--- config.mk ---
export PLATFORM = sky130hd
export DESIGN_NAME = nibble_serial_add
export DESIGN_NICKNAME = d
export VERILOG_FILES = /design/src/rtl/nibble_serial_add.sv
export SDC_FILE = /design/constraint.sdc
export NUM_CORES = 1
export LEC_CHECK = 0
export ABC_AREA = 1
export ABC_CLOCK_PERIOD_IN_PS = 3280
export CORE_MARGIN = 1.5
export CORE_UTILIZATION = 47
export DETAILED_ROUTE_END_ITERATION = 6
export GPL_ROUTABILITY_DRIVEN = 0
export GPL_TIMING_DRIVEN = 1
export PLACE_DENSITY = 0.76
export SLEW_MARGIN = 30
export SYNTH_ARGS = -nofsm -noshare
export SYNTH_HDL_FRONTEND = slang
export SYNTH_SLANG_ARGS = --single-unit
--- constraint.sdc ---
create_clock -name clk -period 3.28 [get_ports clk]
set_input_delay 0.328 -clock clk [delete_from_list [all_inputs] [get_ports clk]]
set_output_delay 0.328 -clock clk [all_outputs]
set_load 0.01 [all_outputs]
--- src/rtl/nibble_serial_add.sv ---
// Wide unsigned adder that reuses one 4-bit ripple adder,
// one nibble per clock, LSB nibble first.
module add4 (
  input  logic [3:0] a,
  input  logic [3:0] b,
  input  logic       ci,
  output logic [3:0] s,
  output logic       co
);
  logic [4:0] c;

  always_comb begin
    c    = '0;
    s    = '0;
    c[0] = ci;
    for (int i = 0; i < 4; i++) begin
      s[i]   = a[i] ^ b[i] ^ c[i];
      c[i+1] = (a[i] & b[i]) | (c[i] & (a[i] ^ b[i]));
    end
    co = c[4];
  end
endmodule

module nibble_serial_add #(
  parameter int NIBBLES = 4
) (
  input  logic                 clk,
  input  logic                 rst_n,
  input  logic                 start,
  input  logic [4*NIBBLES-1:0] a,
  input  logic [4*NIBBLES-1:0] b,
  input  logic                 ci,
  output logic                 busy,
  output logic                 done,
  output logic [4*NIBBLES-1:0] sum,
  output logic                 co
);
  localparam int W  = 4 * NIBBLES;
  localparam int IW = (NIBBLES > 1) ? $clog2(NIBBLES) : 1;

  typedef enum logic {
    IDLE,
    RUN
  } state_t;

  state_t         state;
  state_t         state_nx;
  logic [IW-1:0]  idx;
  logic           carry;
  logic [W-1:0]   a_reg;
  logic [W-1:0]   b_reg;
  logic [W-1:0]   part;
  logic [W-1:0]   part_nx;
  logic [3:0]     a_nib;
  logic [3:0]     b_nib;
  logic [3:0]     s_nib;
  logic           c_nib;
  logic           last;
  logic           accept;
  logic           running;

  assign running = (state == RUN);
  assign busy    = running;
  assign accept  = (state == IDLE) && start;
  assign last    = (idx == IW'(NIBBLES - 1));

  // nibble select by compare keeps index widths exact
  always_comb begin
    a_nib = '0;
    b_nib = '0;
    for (int k = 0; k < NIBBLES; k++) begin
      if (idx == IW'(k)) begin
        a_nib = a_reg[4*k +: 4];
        b_nib = b_reg[4*k +: 4];
      end
    end
  end

  add4 u_add4 (
    .a  (a_nib),
    .b  (b_nib),
    .ci (carry),
    .s  (s_nib),
    .co (c_nib)
  );

  always_comb begin
    part_nx = part;
    for (int k = 0; k < NIBBLES; k++) begin
      if (idx == IW'(k)) begin
        part_nx[4*k +: 4] = s_nib;
      end
    end
  end

  always_comb begin
    state_nx = state;
    unique case (state)
      IDLE: if (start) state_nx = RUN;
      RUN:  if (last) state_nx = IDLE;
      default: state_nx = IDLE;
    endcase
  end

  always_ff @(posedge clk or negedge rst_n) begin
    if (!rst_n) begin
      state <= IDLE;
      done  <= 1'b0;
    end else begin
      state <= state_nx;
      done  <= running && last;
    end
  end

  always_ff @(posedge clk or negedge rst_n) begin
    if (!rst_n) begin
      a_reg <= '0;
      b_reg <= '0;
      part  <= '0;
      idx   <= '0;
      carry <= 1'b0;
    end else if (accept) begin
      a_reg <= a;
      b_reg <= b;
      idx   <= '0;
      carry <= ci;
    end else if (running) begin
      part  <= part_nx;
      carry <= c_nib;
      idx   <= last ? '0 : idx + 1'b1;
    end
  end

  // results hold through RUN; only the finishing edge updates them
  always_ff @(posedge clk or negedge rst_n) begin
    if (!rst_n) begin
      sum <= '0;
      co  <= 1'b0;
    end else if (running && last) begin
      sum <= part_nx;
      co  <= c_nib;
    end
  end
endmodule

# == Word-level counts from Yosys, hierarchy flattened ==
# Index checks and enable logic that the tools add are counted.
# totals
reg_bits,70
latch_bits,0
ramBits,0
romBits,0
in_bits,36
out_inout_bits,19
n_memories,0
# op_classes
n_addsub,1
multipliers,0
div_mod_pow,0
magnitude_cmp,0
eq_ne,3
shifts,0
n_mux,20
n_bitwise,22
reduce_logical,5
# ops
operator,count
4-bit 2-to-1 mux,12
1-bit bitwise AND,8
1-bit bitwise XOR,8
2-bit 2-to-1 mux,3
"2-bit == test, second input constant",2
1-bit 2-to-1 mux,4
1-bit bitwise OR,4
"2-bit by 1-bit adder with 2-bit output, second input constant",1
"2-bit by 1-bit == test with 1-bit output, second input constant",1
1-bit logical AND,2
2-bit zero test,1
1-bit NOT,2
1-bit case mux with 2 select lines,1
2-bit AND reduction,1
2-bit nonzero test,1

# == Logic depth before layout (Yosys ltp) ==
# Gate-level depths: netlist of run 1.
# depth
ltp_word,16
mapped_depth,17

# == Hierarchy ==
# From an unflattened synthesis of run 1, not the netlist that was laid out.
# hier_totals
cells_unflattened,384
hier_area_um2,3066.7
# by_module_without_submodules
mod,n_inst,cells_each,area_per_inst_um2
nibble_serial_add,1,370,2949.1
add4,1,14,117.6

# == Worst setup path before layout of run 1 ==
# No wires, ideal clock.
# synth_path
kind,reg-to-reg
start,register idx[0]
end,register part[3]
setup_ns,0.134
arrival_ns,2.981
t_required_ns,3.146
setup_slack_ns,0.165
path_stages_with_launch,17
n_path_buf,2
period_less_slack_ns,3.115
path_cell_list,dfrtp_1 > inv_1 > ha_1 > buf_2 > buf_2 > a21oi_1 > nand2_1 > a21boi_1 > fa_1 > inv_1 > fa_1 > fa_1 > fa_1 > nand2_1 > o21ai_0 > nand2_1 > o21ai_0
# synth_between
elab_chain_cells,14
# synth_rtl
element,line,source
from (decl),48,logic [IW-1:0] idx;
from (signal assigned),130,idx <= last ? '0 : idx + 1'b1;
2-bit zero test,"72, 90",
4-bit 2-to-1 mux (4 in series),72,if (idx == IW'(k)) begin
1-bit bitwise XOR,18,c[i+1] = (a[i] & b[i]) | (c[i] & (a[i] ^ b[i]));
1-bit bitwise AND,18,
1-bit bitwise OR,18,
1-bit bitwise AND,18,
1-bit bitwise OR,18,
1-bit bitwise AND,18,
1-bit bitwise OR,18,
1-bit bitwise XOR,17,s[i] = a[i] ^ b[i] ^ c[i];
4-bit 2-to-1 mux (*),90,if (idx == IW'(k)) begin
to (signal assigned),128,part <= part_nx;
to (decl),52,logic [W-1:0] part;
# Every way passes the cells marked *; elsewhere a longest branch is shown, timed or not.
# A chain may end at the register's enable or synchronous reset.

# == Worst setup path in the final report of run 1 ==
# layout_path
start,register idx[0]
end,register part[11]
# layout_between
elab_chain_cells,14
# layout_rtl
element,line
2-bit zero test,72
4-bit 2-to-1 mux (4 in series),72
1-bit bitwise XOR,18
1-bit bitwise AND,18
1-bit bitwise OR,18
1-bit bitwise AND,18
1-bit bitwise OR,18
1-bit bitwise AND,18
1-bit bitwise OR,18
1-bit bitwise XOR,17
4-bit 2-to-1 mux (*),90
# Marks and branches as above.

==> flow_metrics.tcl, run 1 <==
set metrics [dict create \
    ys_ff_latch 66 \
    core_sq_um 6280 \
    pwr-share-comb_pct 52.2 \
    cts_htree_levels 3 \
    grt_usage_pct 19.9 \
    skew_ps 4.33 \
    finalHoldWorstSlack_ps -7.73 \
    slowest_stage "fa_2" \
    finalHoldViolCount 5 \
    slew_headroom_pct 49.3 \
    clockPowerShare_pct 13.1 \
    grt_pass1_wl_microns 11200 \
    die_w_microns 83.3 \
    synth_cell_types 20 \
    netlist_area_sq_um 3030 \
    crit_path_end_kind "flip-flop" \
    ys_seq_area_share_pct 54.5 \
    wire_per_inst_microns 12.6 \
    synth_most_common_cell "nand2_1" \
    grt_pass1_vias 2470 \
    cts_tree "yes" \
    drive_gt1_share_pct 8.86 \
    cts.sinks 66 \
    port_buffers 54 \
    ys_warn_count 0 \
    p_switching_mw 1.76 \
    p_int_mw 2.38 \
    ios 55 \
    post-place-ws_ps 89.6 \
    setup_viol 0 \
    finalCritPeriodShare_pct 95.1 \
    dr.pass1.iters 4 \
    p_leak_nw 1.92 \
    violations "negative hold slack" \
    timing.final.ws_setup_ps 161 \
    crit_family "adder cells" \
    worstPathRequired_ps 3520 \
    antenna_found_initial 0 \
    antenna_cells 0 \
    cts_root_buf "clkbuf_8" \
    worstPathArrival_ps 3360 \
    max_freq_mhz 321 \
    cp_cell_sequence "buf_4 > ha_4 > a21oi_1 > nand2_1 > a21boi_2 > fa_1 > inv_1 > fa_2 > fa_2 > fa_2 > nand2_1 > o21ai_0 > nand2_1 > o21ai_0" \
    ant_nets 0 \
    swShare_pct 42.4 \
    postSynthCellCount 376 \
    fin_nets 480 \
    slew_viol_final 0 \
    setup_tns_ps 0 \
    synth_flop_cell "dfrtp_1" \
    drt_drc_violations_left 0 \
    run_status "finished with violations" \
    ctsLongestPathBuffers 2 \
    worst-setup-path-type "flip-flop to flip-flop" \
    drt_first_iter_violations 101 \
    start_util_pct 48.2 \
    path_max_fanout 4 \
    grt_overflow 0 \
    vias_per_cell 4.91 \
    syn2layout_area_growth_pct 27.2 \
    clk_latency_ps 330 \
    period_needed_ps 3120 \
    rows 29 \
    hpwlAfterDp_microns 4660 \
    maxCapViolations 0 \
    die_y_microns 83.3 \
    min_path_type "input port to async pin" \
    syn-num-nets 420 \
    ys_async_sr_fraction_pct 100 \
    cp_slowest_stage_delay_ps 610 \
    power.share.sequential_pct 34.7 \
    syn_avg_cell_area_sq_um 8.05 \
    rsz0062_at_grt "false" \
    synthTopCellsByCount "184 x nand2_1, 66 x dfrtp_1, 33 x o21ai_0" \
    cts_buffers 9 \
    postCtsHoldBufs 0 \
    worstSetupStartpointType "flip-flop" \
    worst-path-buf-inv 2 \
    worst_slew_pin_slew_ps 760 \
    grt_max_degree 48 \
    vias 2541 \
    ys_top_cells_by_area "dfrtp_1 55%, nand2_1 23%, o21ai_0 5.5%" \
    yosysTopAreaCellShare_pct 54.5 \
    path_clk_slew_ps 60 \
    wl_microns 6520 \
    power_density_nw_per_um2 1080 \
    dieArea_sq_um 6930 \
    ir_drop_uv 521 \
    synth-edff-count 0 \
    synth_top_area_cell "dfrtp_1" \
]
[cell type report]
cell class,count,area (sq um)
inverter,28,105
timing repair buffer,66,628
fill,560,2420
tap,77,96.3
sequential,66,1650
multi-input combinational,265,1220
clock buffer,15,146
[metrics by stage]
| stage | std cells | cell area [sq um] | total power [mW] | utilization (%) |
|---|---|---|---|---|
| floorplan | 376 | 3030 | 2.78 | - |
| global placement | 500 | 3640 | 3.41 | 58.0 |
| detailed placement | 500 | 3650 | 3.49 | 58.1 |
| CTS | 515 | 3790 | 4.04 | 60.4 |
| global route | 517 | 3850 | 4.53 | 61.4 |
| finish | 517 | 3850 | 4.14 | 61.4 |
[final timing paths]
kind                       cells after the start             startpoint               endpoint  slack, ps
min in group clk                               2  a_reg[13]$_DFFE_PN0P_  a_reg[13]$_DFFE_PN0P_        470
min                                            1                  rst_n     sum[9]$_DFFE_PN0P_         -8
max in group asynchronous                      2                  rst_n   a_reg[1]$_DFFE_PN0P_       2590
max                                           14     idx[0]$_DFFE_PN0P_   part[11]$_DFFE_PN0P_        160
max reg2reg                                   14     idx[0]$_DFFE_PN0P_   part[11]$_DFFE_PN0P_        160
min reg2reg                                    2  a_reg[13]$_DFFE_PN0P_  a_reg[13]$_DFFE_PN0P_        470
[power by group through the flow]
stage	logic [mW]	registers (mW)	clock network, mW
floorplan	1.38	1.40	0
CTS	2.05	1.43	0.557
detailed placement	2.05	1.44	0
finish	2.16	1.44	0.541
global route	2.46	1.49	0.586
global placement	1.98	1.43	0
[layout by cell type (no fill, tap or decap), drive strengths merged]
cell	synthesis	routed
or2	2	2
clkbuf	3	15
a21oi	12	12
a21boi	1	1
inv	28	28
dfrtp	66	66
o21ai	35	35
o211ai	1	1
clkdlybuf4s50	0	53
nand3	7	7
nand2	185	185
ha	4	4
fa	4	4
nor2	14	14
buf	14	13
[what timing repair did]
| item | 4_1_cts | 5_1_grt |
|---|---|---|
| endpoints found under the setup margin | 0 | 6 |
| buffers inserted | 0 | 2 |
| resized for setup | 0 | 16 |
[metal layers]
metal | track usage, % | vias to the layer above | routed length, microns
li1 | - | 1274 | -
met1 | 27.4 | 1170 | 3030
met2 | 31.3 | 84 | 3070
met3 | 3.78 | 13 | 304
met4 | 8.18 | 0 | 117
met5 | 0 | - | 0
[worst register-to-register path, stage by stage (launching register included)]
cell	delay [ps]
dfrtp_1	440
buf_4	170
ha_4	160
a21oi_1	130
nand2_1	80
a21boi_2	170
fa_1	180
inv_1	50
fa_2	340
fa_2	360
fa_2	610
nand2_1	60
o21ai_0	110
nand2_1	80
o21ai_0	100
[kinds of logic (layout without fill, tap and decap cells)]
group / after synthesis / count (layout) / synth area share (%)
compound gates: 49 / 49 / 8.26
buf+inv: 45 / 109 / 6.49
simple gates: 208 / 208 / 26.4
fa+ha+maj: 8 / 8 / 4.30
flops: 66 / 66 / 54.5
(Power assumes the default switching activity.)
==> run 2, diff against run 1 <==
--- a/config.mk
+++ b/config.mk
@@ -7,7 +7,6 @@
 export LEC_CHECK = 0
 export ABC_AREA = 1
 export ABC_CLOCK_PERIOD_IN_PS = 3280
-export CORE_MARGIN = 1.5
 export CORE_UTILIZATION = 47
 export DETAILED_ROUTE_END_ITERATION = 6
 export GPL_ROUTABILITY_DRIVEN = 0
==> flow_metrics.tcl, run 2 (same netlist as run 1, synthesis figures left out) <==
set metrics [dict create \
    run_status "finished clean" \
    dr.pass1.iters 4 \
    grt_max_degree 33 \
    finalHoldViolCount 0 \
    max_freq_mhz 312 \
    cp_cell_sequence "buf_4 > ha_4 > a21oi_2 > nand2_1 > a21boi_2 > fa_2 > inv_1 > fa_2 > fa_2 > fa_1 > nand2_1 > o21ai_0 > nand2_1 > o21ai_0" \
    postCtsHoldBufs 0 \
    regToRegEndpoint "part[11]$_DFFE_PN0P_" \
    path_clk_slew_ps 70 \
    fin_nets 483 \
    startpoint "idx[0]$_DFFE_PN0P_" \
    grt_usage_pct 22.8 \
    p_total_mw 4.33 \
    fillers 517 \
    ant_nets 0 \
    path_depth 14 \
    die_y_microns 82.3 \
    placed_area_sq_um 3660 \
    ir_drop_uv 546 \
    layout.cells.most_common_list "183 x nand2_1, 64 x dfrtp_1, 53 x clkdlybuf4s50_1" \
    p_leak_nw 1.96 \
    worstPathArrival_ps 3390 \
    period_needed_ps 3200 \
    antenna_found_initial 0 \
    cts_htree_levels 3 \
    regToRegSetupSlack_ps 80 \
    finalCritPeriodShare_pct 97.7 \
    slew_headroom_pct 50.7 \
    fin_util_pct 64.8 \
    syn2layout_area_growth_pct 29.8 \
    slowest_stage "fa_1" \
    cts_root_buf "clkbuf_8" \
    cts_tree "yes" \
    grt_overflow 0 \
    hpwlAfterDp_microns 4770 \
    p_switching_mw 1.80 \
    r2r_cells 14 \
    register_area_sq_um 1650 \
    reg2reg_from "idx[0]$_DFFE_PN0P_" \
    core_sq_um 6060 \
    worstSetupStartpointType "flip-flop" \
    drt_first_iter_violations 136 \
    crit_family "adder cells" \
    grt_pass1_vias 2523 \
    layout_commonest_cell "nand2_1" \
    cts.sinks 66 \
    slew_viol_final 0 \
    port_buffers 54 \
    skew_ps 10.1 \
    cp_slowest_stage_delay_ps 530 \
    power_density_nw_per_um2 1100 \
    min_path_type "input port to async pin" \
    drive_gt1_share_pct 10.8 \
    wire_per_inst_microns 13.0 \
    ctsLongestPathBuffers 2 \
    die_w_microns 82.3 \
    dieArea_sq_um 6770 \
    setup_viol 0 \
    start_util_pct 50.0 \
    power.share.sequential_pct 33.4 \
    rows 28 \
    wl_microns 6760 \
    worst-setup-path-type "flip-flop to flip-flop" \
    p_int_mw 2.53 \
    setup.worst_path.end "part[11]$_DFFE_PN0P_" \
    path_max_fanout 6 \
    postLayoutCellArea_sq_um 3930 \
    crit_path_end_kind "flip-flop" \
    grt_pass1_wl_microns 11200 \
    antenna_cells 0 \
    ios 55 \
    maxCapViolations 0 \
    worstPathRequired_ps 3460 \
    cts_buffers 9 \
    vias 2574 \
    clockPowerShare_pct 15.8 \
    worst_slew_pin_slew_ps 739 \
    multi_input_area_sq_um 1220 \
    swShare_pct 41.7 \
    drt_drc_violations_left 0 \
    clk_latency_ps 340 \
    worst-path-buf-inv 2 \
    pwr-share-comb_pct 50.7 \
    vias_per_cell 4.96 \
]
run 2: power groups by stage:
stage | Sequential [mW] | Combinational, mW | Clock [mW]
6_report | 1.45 | 2.20 | 0.686
5_1_grt | 1.49 | 2.50 | 0.734
4_1_cts | 1.44 | 2.09 | 0.698
3_5_place_dp | 1.44 | 2.06 | 0
3_3_place_gp | 1.43 | 2.00 | 0
2_1_floorplan | 1.40 | 1.38 | 0
run 2: layout make-up:
type | count | area share, %
sequential | 66 | 42.1
multi-input combinational | 265 | 31.2
timing repair buffer | 69 | 16.6
clock buffer | 14 | 4.14
inverter | 28 | 2.74
tap | 75 | 2.39
clock inverter | 2 | 0.891
run 2: layer usage:
layer | global-route usage, % | up-vias | wire length [microns] | share of wire, %
met5 | 0 | - | 0 | 0
met4 | 14.2 | 0 | 276 | 4.1
met3 | 6.04 | 22 | 380 | 5.6
met2 | 37.4 | 98 | 3220 | 48
met1 | 26.5 | 1164 | 2880 | 43
li1 | - | 1290 | - | -
run 2: how the worst min path moves through the flow:
stage / slack, ps / cells past startpoint / startpoint / endpoint
after global placement: 410 / 1 / rst_n / sum[12]$_DFFE_PN0P_
final: 30 / 1 / rst_n / sum[0]$_DFFE_PN0P_
after floorplan: 30 / 0 / rst_n / a_reg[0]$_DFFE_PN0P_
after global routing: 80 / 1 / rst_n / sum[12]$_DFFE_PN0P_
after CTS: 50 / 1 / rst_n / sum[12]$_DFFE_PN0P_
after detailed placement: 420 / 1 / rst_n / sum[12]$_DFFE_PN0P_
run 2: repair_timing:
action	CTS	global route
endpoints found under the hold margin	0	0
pin swaps	0	4
setup endpoints to repair	3	6
resized for setup	1	19
setup buffers	0	2
run 2: per-stage QoR:
stage          setup TNS, ps  worst slack [ps]  std cells  hold slack, ps
2_1_floorplan              0               165        376            32.4
3_3_place_gp               0               159        501             407
3_5_place_dp               0              5.86        501             418
4_1_cts                    0              24.2        517            48.2
5_1_grt                -39.8             -39.8        519            76.0
6_report                   0              76.5        519            33.3
==> run 3, diff against run 2 <==
--- a/config.mk
+++ b/config.mk
@@ -8,6 +8,7 @@
 export ABC_AREA = 1
 export ABC_CLOCK_PERIOD_IN_PS = 3280
 export CORE_UTILIZATION = 47
+export CTS_CLUSTER_SIZE = 8
 export DETAILED_ROUTE_END_ITERATION = 6
 export GPL_ROUTABILITY_DRIVEN = 0
 export GPL_TIMING_DRIVEN = 1
==> results of run 3 <==
Same layout as run 2: the final DEF is identical, and so are final timing and power.
